**src/rtl/regfile_sweep.sv**
```systemverilog
// Parametrised register file: two combinational read ports, one write port,
// optional write-to-read bypass, per-register dirty bits and a one-register-per-cycle clear sweep.

module regfile_sweep_cell #(
  parameter int DATA_W = 8
) (
  input  logic              clock,
  input  logic              reset,
  input  logic              wr,
  input  logic              clr,
  input  logic [DATA_W-1:0] d,
  output logic [DATA_W-1:0] q,
  output logic              dirty
);
  // clr and wr are mutually exclusive: writes are only accepted while idle
  always_ff @(posedge clock or posedge reset) begin
    if (reset) begin
      q     <= '0;
      dirty <= 1'b0;
    end else if (clr) begin
      q     <= '0;
      dirty <= 1'b0;
    end else if (wr) begin
      q     <= d;
      dirty <= 1'b1;
    end
  end
endmodule

module regfile_sweep #(
  parameter int DATA_W  = 8,
  parameter int ADDR_W  = 2,
  parameter int BYPASS  = 1,
  parameter int ZERO_R0 = 0
) (
  input  logic                 clock,
  input  logic                 reset,
  input  logic [ADDR_W-1:0]    rd_addr,
  input  logic [ADDR_W-1:0]    rs_addr,
  output logic [DATA_W-1:0]    rd_data,
  output logic [DATA_W-1:0]    rs_data,
  input  logic [ADDR_W-1:0]    w_addr,
  input  logic [DATA_W-1:0]    w_data,
  input  logic                 w_en,
  output logic                 w_drop,
  input  logic                 clr_req,
  output logic                 busy,
  output logic                 clr_done,
  output logic [2**ADDR_W-1:0] dirty
);
  localparam int NREG = 2**ADDR_W;

  typedef enum logic {IDLE, CLEAR} state_t;

  state_t                         state, state_nxt;
  logic [ADDR_W-1:0]              ptr, ptr_nxt;
  logic                           clr_done_nxt;
  logic                           accept;
  logic [NREG-1:0][DATA_W-1:0]    regs;

  assign busy   = (state == CLEAR);
  assign w_drop = w_en & busy;
  assign accept = w_en & ~busy & ~((ZERO_R0 != 0) && (w_addr == '0));

  always_ff @(posedge clock or posedge reset) begin
    if (reset) begin
      state    <= IDLE;
      ptr      <= '0;
      clr_done <= 1'b0;
    end else begin
      state    <= state_nxt;
      ptr      <= ptr_nxt;
      clr_done <= clr_done_nxt;
    end
  end

  always_comb begin
    state_nxt    = state;
    ptr_nxt      = ptr;
    clr_done_nxt = 1'b0;
    case (state)
      IDLE: begin
        if (clr_req) begin
          state_nxt = CLEAR;
          ptr_nxt   = '0;
        end
      end
      CLEAR: begin
        ptr_nxt = ptr + ADDR_W'(1);
        if (ptr == ADDR_W'(NREG-1)) begin
          state_nxt    = IDLE;
          clr_done_nxt = 1'b1;
        end
      end
      default: state_nxt = IDLE;
    endcase
  end

  for (genvar i = 0; i < NREG; i++) begin : g_reg
    regfile_sweep_cell #(.DATA_W(DATA_W)) u_cell (
      .clock (clock),
      .reset (reset),
      .wr    (accept && (w_addr == ADDR_W'(i))),
      .clr   (busy && (ptr == ADDR_W'(i))),
      .d     (w_data),
      .q     (regs[i]),
      .dirty (dirty[i])
    );
  end

  // accept already excludes r0 under ZERO_R0, so the zero override cannot be bypassed around
  function automatic logic [DATA_W-1:0] rd_port(
    input logic [ADDR_W-1:0]             a,
    input logic [NREG-1:0][DATA_W-1:0]   r,
    input logic                          acc,
    input logic [ADDR_W-1:0]             wa,
    input logic [DATA_W-1:0]             wd
  );
    logic [DATA_W-1:0] v;
    v = r[a];
    if ((BYPASS != 0) && acc && (wa == a)) v = wd;
    if ((ZERO_R0 != 0) && (a == '0))       v = '0;
    return v;
  endfunction

  always_comb begin
    rd_data = rd_port(rd_addr, regs, accept, w_addr, w_data);
    rs_data = rd_port(rs_addr, regs, accept, w_addr, w_data);
  end
endmodule
```
**config.mk**
```make
export PLATFORM = sky130hd
export DESIGN_NAME = regfile_sweep
export DESIGN_NICKNAME = d
export VERILOG_FILES = /design/src/rtl/regfile_sweep.sv
export SDC_FILE = /design/constraint.sdc
export NUM_CORES = 1
export LEC_CHECK = 0
export ABC_CLOCK_PERIOD_IN_PS = 1690
export BUFFER_PORTS_ARGS = -buffer_cell sky130_fd_sc_hd__clkbuf_2
export CORE_UTILIZATION = 46
export CTS_BUF_LIST = sky130_fd_sc_hd__clkbuf_4 sky130_fd_sc_hd__clkbuf_8
export DETAILED_ROUTE_END_ITERATION = 8
export MAX_ROUTING_LAYER = met4
export PLACE_DENSITY = 0.68
export REMOVE_ABC_BUFFERS = 1
export SLEW_MARGIN = 10
export SYNTH_ARGS = -nofsm -noshare
export SYNTH_HDL_FRONTEND = slang
export SYNTH_SLANG_ARGS = --single-unit
```
**constraint.sdc**
```tcl
create_clock -name clock -period 1.69 [get_ports clock]
set_input_delay 0.338 -clock clock [delete_from_list [all_inputs] [get_ports clock]]
set_output_delay 0.338 -clock clock [all_outputs]
set_load 0.02 [all_outputs]
```
== Word-level counts from Yosys, hierarchy flattened ==
Cells that the tools add are included.

* Div/mod/pow operators: 0
* Multiply operators: 0
* Reduce and logical (&&, ||, !) cells: 16
* $add $sub $neg: 1
* Equal/unequal tests: 9
* Shift operators: 0
* $lt $le $gt $ge: 2
* Muxes and demuxes: 29
* Bitwise gates (word level): 3

{| class="wikitable"
|+ Operators by type and width
! cell !! count
|-
| 8-bit two-way mux || 12
|-
| 8-bit binary-select mux with 2-bit select || 2
|-
| 1-bit two-way mux || 12
|-
| 1-bit logical AND || 10
|-
| 2-bit equality test, second input constant || 4
|-
| 2-bit nonzero test || 4
|-
| 2-bit by 3-bit less-than comparator with 1-bit output, second input constant || 2
|-
| 2-bit by 1-bit equality test with 1-bit output, second input constant || 2
|-
| 2-bit equality test || 2
|-
| 2-bit logical NOT || 2
|-
| 2-bit case mux with 2 select lines || 1
|-
| 2-bit by 1-bit adder with 2-bit output, second input constant || 1
|-
| 1-bit bitwise AND || 2
|-
| 2-bit two-way mux || 1
|-
| 2-bit != test, second input constant || 1
|-
| 1-bit case mux with 2 select lines || 1
|-
| 1-bit NOT || 1
|}

* Memory bits (writable): 0
* Memories kept: 0
* Register bits: 40
* Latch bits: 0
* ROM bits: 0
* Input port bits: 18

== Logic depth before layout (Yosys ltp) ==
Gate-level depths: netlist of run 1.

* Word-level depth: 5
* Depth in mapped cells: 5
* Mapped depth without buffers: 5

== Modules after synthesis ==
From an unflattened synthesis of run 1, not the netlist that was laid out.

* Cells, all modules: 191
* Area, all modules: 2356.0 sq um

{| class="wikitable"
|+ Modules (own cells, without submodules)
! module !! seq. area each (sq um) !! times used !! area each (sq um) !! cells each
|-
| regfile_sweep_cell || 225.2 || 4 || 361.6 || 30
|-
| regfile_sweep || 100.1 || 1 || 909.6 || 71
|}

== Worst setup path after synthesis of run 1 ==
OpenSTA, ideal clock, no wires.

* Kind: register -> output
* Start point: reg state, in the netlist busy
* End point: out rd_data[5]
* Arrival time: 1.322 ns
* Path buffers: 0
* Required time: 1.352 ns
* Path slack: 0.030 ns
* Cell stages (with the launch flop): 4
* Cell sequence: dfrtp_1 > nor2b_1 > nand3_2 > mux2_4

* Longest elaborated chain between the ends: 4

{| class="wikitable"
|+ Ends and longest elaborated chain
! what !! line !! source
|-
| start, declared || 55 || <nowiki>state_t state, state_nxt;</nowiki>
|-
| start signal, assigned || 71 || <nowiki>state <= state_nxt;</nowiki>
|-
| 1-bit NOT || - ||
|-
| 1-bit bitwise AND || 63 || <nowiki>assign accept = w_en & ~busy & ~((ZERO_R0 != 0) && (w_addr == '0));</nowiki>
|-
| 1-bit logical AND || 121 || <nowiki>if ((BYPASS != 0) && acc && (wa == a)) v = wd;</nowiki>
|-
| 8-bit two-way mux || 121 ||
|-
| end, declared || 40 || <nowiki>output logic [DATA_W-1:0] rd_data,</nowiki>
|}

Every way passes these cells.

== Worst setup path in the final report of run 1 ==
* Start point: reg state, in the netlist busy
* End point: out rd_data[1]

Same word-level chain as after synthesis.

==> summary.txt, run 1 <==
Layout
  – ANT cells: 0
  – Utilization after layout: 63.0%
  – Register area: 0.00100 mm^2
  – Layout area overhead: 27.7%
  – Net total in the final layout: 281
  – Fin area: 0.00305 mm^2
  – Finished Layout Cells: 327
  – Fill cells: 401
  – Multi-input gate area: 0.00128 mm^2
  – Share of layout cells above drive strength 1: 43.5%

Outcome
  – Violations in the final reports: negative setup slack
  – Outcome: finished, violations left

Synthesis
  – Mapped cell area: 0.00239 mm^2
  – Synth Area in Compound Gates: 4.71%
  – Synth Register Bits: 40
  – Largest family of logic cells by synthesized area: multiplexers
  – Area share of the largest cell type after synthesis: 41.9%
  – Ys Warns: 0
  – Seq/Total Area, Yosys: 41.9%
  – Syn avg cell area: 11.8 um^2
  – Mapped Cells: 202
  – Post-synthesis xor/xnor area fraction: 1.47%
  – Synth area leaders: dfrtp_1 (42%), mux4_2 (15%), mux2i_1 (7.5%), mux2_2 (6.1%), nand2_1 (5.5%)
  – Distinct cells, synth: 25
  – Mux cell area share after synthesis: 31.2%
  – Simple-Gate Fraction of Synth Area: 12.7%
  – Area leader, netlist: dfrtp_1
  – Post-Synth Adder-Cell Area: 2.09%

GRT
  – Largest net degree at the start of global routing: 41
  – Vias in the first global route: 1,591
  – Initial antenna violation count: 0
  – Total gr overflow: 0
  – Gr usage total: 21.6%
  – First-pass GRT wire length: 8250 um

Route
  – Total vias in the final route: 1,726
  – DR vias/cell: 5.28
  – Drt total wl: 5210 um
  – # DRC: 0
  – WL/cell: 15.9 um
  – Drt pass-1 iters: 4
  – Remaining antenna violation count after routing: 0
  – DRT iter0 DRCs: 119

Floorplan
  – I/O pin cnt: 41
  – Chip height: 74.1 um
  – Row count: 25
  – Starting Density: 49.3%
  – Die X: 74.1 um
  – Die area: 0.00549 mm^2
  – Total core area: 0.00485 mm^2

Timing
  – Fin crit period: 1.93 ns
  – Final cycle utilization of the critical path: 114%
  – Worst-margin pin slew: 0.498 ns
  – Final hold violations: 0
  – Final Max Slew Viols: 0
  – Fmax: 517 MHz
  – Clock Skews: 0.00858 ns
  – RSZ-0062 raised after global routing: true
  – Endpoints failing setup: 16
  – Worst slew margin: 66.8%
  – Hold Slack: 0.129 ns
  – Final worst slack: -0.244 ns

Hold path
  – Hold Path Class: in -> async

Power
  – Pwr Total: 4.33 mW
  – Worst vdd ir: 0.858 mV
  – Power Density: 1420 mW/mm^2
  – Leak pwr: 1.47 nW

Placed design
  – Placer Congestion: 0.745
  – Placed inst area: 0.00275 mm^2
  – Placed instance count: 313
  – DP Wirelength: 3600 um
  – IO Port Bufs: 40

Critical path
  – Crit path DAT: 1.60 ns
  – CP startpoint kind: flop
  – Critical path class: reg -> out
  – CP required: 1.35 ns
  – Crit path max fanout: 4
  – Endpoint class of the critical path: output port

Clock tree
  – CTS Buf Count: 5
  – Clock latency on the worst-skew pair: 0.30 ns
  – Worst-path clk slew: 0.09 ns
  – CTS Hold Bufs: 0
  – Sink Count: 40
  – CTS tree: yes
  – Root Driver: clkbuf_8
  – H-tree levels: 2
  – CTS Buffer Depth: 2

Job
  – Max_cap viols: 0
timing repair:
item / in CTS / in global routing
buffers inserted: 1 / 5
gates resized for setup: 7 / 53
setup endpoints to repair: 16 / 17
area by class of cell:
cell class / instances / share of cell area, %
clock buffer: 5 / 2.25
clock inverter: 3 / 1.52
inverter: 5 / 0.615
multi-input combinational: 142 / 42.0
sequential: 40 / 32.8
tap: 67 / 2.75
timing repair buffer: 65 / 18.0
power by group:
group	leakage [nW]	switching [mW]	internal, mW	total, mW
Clock	0.0548	0.355	0.445	0.800
Combinational	0.881	0.972	1.03	2.00
Sequential	0.537	0.236	1.29	1.52
cells by family after synthesis:
logic type               Yosys count
flip-flops                        40
multiplexers                      51
XOR/XNOR                           4
AND/OR/NAND/NOR                   63
AO/OA/AOI/OAI                     20
buffers and inverters             20
adder cells (fa/ha/maj)            4
state kept, by name (all words and copies together) (netlist names):
signal and count:
g.u_cell.q 32, g.u_cell.dirty 4, ptr 2, busy 1, clr_done 1
metrics by stage:
stage	setup TNS, ns	setup WS (ns)
floorplan	-1.18	-0.0842
global placement	-3.06	-0.208
detailed placement	-3.12	-0.230
CTS	-3.92	-0.260
global route	-4.52	-0.297
finish	-3.66	-0.244
cell usage in the layout (no fill, tap or decap), drive strengths merged, types with 6 or more instances in the layout:
| cell | Yosys | final |
|---|---|---|
| buf | 14 | 41 |
| dfrtp | 40 | 40 |
| nand2 | 35 | 35 |
| clkbuf | 1 | 29 |
| nor2 | 18 | 18 |
| mux2i | 18 | 18 |
| mux2 | 17 | 17 |
| mux4 | 16 | 16 |
| o21ai | 15 | 15 |
| inv | 5 | 6 |
worst max-delay path: stages, from the launching register on:
cell	delay [ns]
dfrtp_2	0.44
nor2b_4	0.15
nand3_2	0.10
buf_6	0.16
mux2_4	0.31
buf_6	0.13
synthesized netlist by cell type:
master	instances
dfrtp_1	40
and2_1	3
buf_6	5
nor2_1	18
inv_1	5
o21ai_0	14
buf_4	7
xnor2_1	4
o21ai_1	1
mux2i_1	18
a21o_1	4
nand2_1	35
and4b_2	1
nor4b_4	1
o31ai_1	1
and4bb_2	1
mux4_2	16
nor2b_1	1
and4bb_1	1
clkbuf_1	1
mux2_4	4
nand3_2	2
mux2_2	13
ha_1	4
buf_2	2
routing by layer:
metal  up-vias  global-route usage [%]  wire length [um]  part of all wire [%]
met4         0                    8.33                53                   1.0
li1        819                       -                 -                     -
met1       834                    30.4              2420                    46
met5         -                       -                 0                     0
met2        67                    30.5              2390                    46
met3         6                    4.74               354                   6.8
worst paths after layout:
path	start	to	slack (ns)	cells past startpoint
max	busy	rd_data[1]	-0.24	5
min	reset	g_reg[2].u_cell.q[5]	0.13	3
max reg2reg	busy	g_reg[2].u_cell.q[6]	0.12	4
min reg2reg	g_reg[3].u_cell.dirty	g_reg[3].u_cell.dirty	0.48	1
max in group asynchronous	reset	busy	1.19	3
min in group clock	clr_req	ptr[1]	0.24	2
No activity file was read; power rests on OpenSTA's default activity.
==> run 2: changes to the inputs <==
Settings changed: CORE_ASPECT_RATIO set to 1.75, SETUP_SLACK_MARGIN set to 0.1.
==> summary.txt, run 2 (same netlist as run 1, synthesis figures left out) <==
Route
  – Total vias in the final route: 1,727 (+0.058%)
  – Drt pass-1 iters: 4 (unchanged)
  – Remaining antenna violation count after routing: 0 (unchanged)
  – WL/cell: 18.8 um (+18%)
  – # DRC: 0 (unchanged)
  – DR vias/cell: 5.55 (+5.2%)
  – DRT iter0 DRCs: 45 (-62%)
  – Drt total wl: 5840 um (+12%)

Job
  – Max_cap viols: 0 (unchanged)

Timing
  – Final Max Slew Viols: 0 (unchanged)
  – Fmax: 516 MHz (-0.17%)
  – Fin crit period: 1.94 ns (+0.00335 ns)
  – Final worst slack: -0.247 ns (-0.00335 ns)
  – Worst slew margin: 65.9% (-0.91 points)
  – Clock Skews: 0.00454 ns (-0.00405 ns)
  – Endpoints failing setup: 16 (unchanged)
  – Final cycle utilization of the critical path: 115% (+0.20 points)
  – RSZ-0062 raised after global routing: true
  – Worst-margin pin slew: 0.511 ns (+0.0136 ns)
  – Final hold violations: 0 (unchanged)

Placed design
  – Placed instance count: 300 (-4.2%)
  – DP Wirelength: 4250 um (+18%)
  – Placer Congestion: 0.794 (+6.6%)
  – Pre-CTS setup slack: -0.204 ns (+0.0256 ns)
  – IO Port Bufs: 40 (unchanged)

GRT
  – Vias in the first global route: 1,857 (+17%)
  – First-pass GRT wire length: 9520 um (+15%)
  – Gr usage total: 23.7% (+2.1 points)
  – Total gr overflow: 0 (unchanged)
  – Initial antenna violation count: 0 (unchanged)
  – Largest net degree at the start of global routing: 41 (unchanged)

Layout
  – Finished Layout Cells: 311 (-4.9%)
  – Most flop-heavy register: g.u_cell.q
  – Commonest non-fill, non-tap cell in the layout: dfrtp_1
  – Top Registers: g.u_cell.q x32, g.u_cell.dirty x4, ptr x2
  – Share of layout cells above drive strength 1: 42.4% (-1.0 points)
  – Layout area overhead: 25.7%
  – Commonest non-fill, non-tap cells in the layout: dfrtp_1 (40), nand2_1 (35), clkbuf_2 (24)
  – Max reg flops: 32 (unchanged)
  – Fill cells: 404 (+0.75%)
  – Net total in the final layout: 278 (-1.1%)
  – ANT cells: 0 (unchanged)

Critical path
  – Crit path max fanout: 3 (-1)
  – Worst r2r dst: g_reg[0].u_cell.q[2]
  – CP required: 1.35 ns (about the same)
  – Critical path class: reg -> out
  – Crit path DAT: 1.60 ns (about the same)
  – Reg2Reg Depth: 5 (+1)
  – R2R Setup Slk: 0.20 ns (+0.08 ns)
  – CP Capture Point: rd_data[2]
  – Endpoint class of the critical path: output port
  – CP startpoint kind: flop
  – CP Launch Point: g_reg[1].u_cell.q[2]
  – RR Startpoint: busy

Floorplan
  – Row count: 34 (+36%)
  – I/O pin cnt: 41 (unchanged)
  – Total core area: 0.00498 mm^2 (+2.7%)
  – Die X: 56.5 um (-24%)
  – Die area: 0.00550 mm^2 (+0.21%)
  – Starting Density: 48.0% (-1.3 points)
  – Chip height: 97.4 um (+31%)

Clock tree
  – Worst-path clk slew: 0.08 ns (about the same)
  – CTS Hold Bufs: 0 (unchanged)
  – Sink Count: 40 (unchanged)
  – Clock latency on the worst-skew pair: 0.29 ns (about the same)
  – CTS Buf Count: 5 (unchanged)
  – CTS Buffer Depth: 2 (unchanged)
  – Root Driver: clkbuf_8
  – H-tree levels: 2 (unchanged)
  – CTS tree: yes

Hold path
  – Hold Path Class: in -> async

Outcome
  – Violations in the final reports: negative setup slack
  – Outcome: finished, violations left

Power
  – Leak pwr: 1.45 nW (-1.2%)
  – Worst vdd ir: 0.893 mV (+4.0%)
  – Power Density: 1440 mW/mm^2 (+1.8%)
==> run 2: changes by cell type in the layout (fill, tap and decap cells not counted), sizes merged <==
cell / previous run / this run
buf: 41 / 38
clkinvlp: 1 / 0
clkbuf: 29 / 30
inv: 6 / 5
clkinv: 0 / 1
==> run 2: worst min path at each step <==
| stage | to | startpoint | slack [ns] |
|---|---|---|---|
| after floorplan | ptr[1] | clr_req | 0.42 |
| after global placement | g_reg[2].u_cell.dirty | g_reg[2].u_cell.dirty | 0.46 |
| after detailed placement | g_reg[3].u_cell.q[0] | reset | 0.47 |
| after CTS | g_reg[3].u_cell.q[0] | reset | 0.15 |
| after global routing | g_reg[3].u_cell.q[0] | reset | 0.18 |
| final | ptr[1] | reset | 0.13 |
==> run 2: final cells by class <==
type	count	area (um^2)	share of cell area, %
clock buffer	6	76.3	2.54
clock inverter	2	35.0	1.17
inverter	5	18.8	0.624
multi-input combinational	142	1280	42.7
sequential	40	1000	33.3
tap	54	67.6	2.25
timing repair buffer	62	524	17.4
==> run 2: what timing repair did <==
item / CTS / global route
buffers inserted: 2 / 1
pin swaps: 0 / 0
endpoints found under the setup margin: 16 / 21
resized for setup: 17 / 44
==> run 2: power by group <==
| part | switching [mW] | internal [mW] |
|---|---|---|
| combinational | 0.994 | 1.02 |
| sequential | 0.247 | 1.29 |
| clock | 0.335 | 0.454 |
| total | 1.58 | 2.76 |
==> run 2: critical path: stages, from the launching register on <==
cell and delay (ns):
dfrtp_1 0.40, mux4_2 0.47, mux2_2 0.30, buf_6 0.14
==> run 2: stage by stage <==
step                      cell area [um^2]  utilization, %  TNS, ns  hold WS, ns  total power [mW]
after floorplan                       2270               -    -1.18        0.424              2.65
after global placement                2700            54.3    -2.53        0.463              3.18
after detailed placement              2700            54.3    -2.69        0.470              3.25
after CTS                             2900            58.3    -3.81        0.154              4.18
after global routing                  3010            60.4    -4.36        0.184              4.61
final                                 3010            60.4    -3.48        0.133              4.34
==> run 2: per-layer routing <==
layer  up-vias  track usage (%)  share of wire, %
li1        815                -                 -
met1       846             26.1                37
met2        50             42.3                56
met3        16             3.06               4.0
met4         0             9.38               2.7
met5         -                -                 0
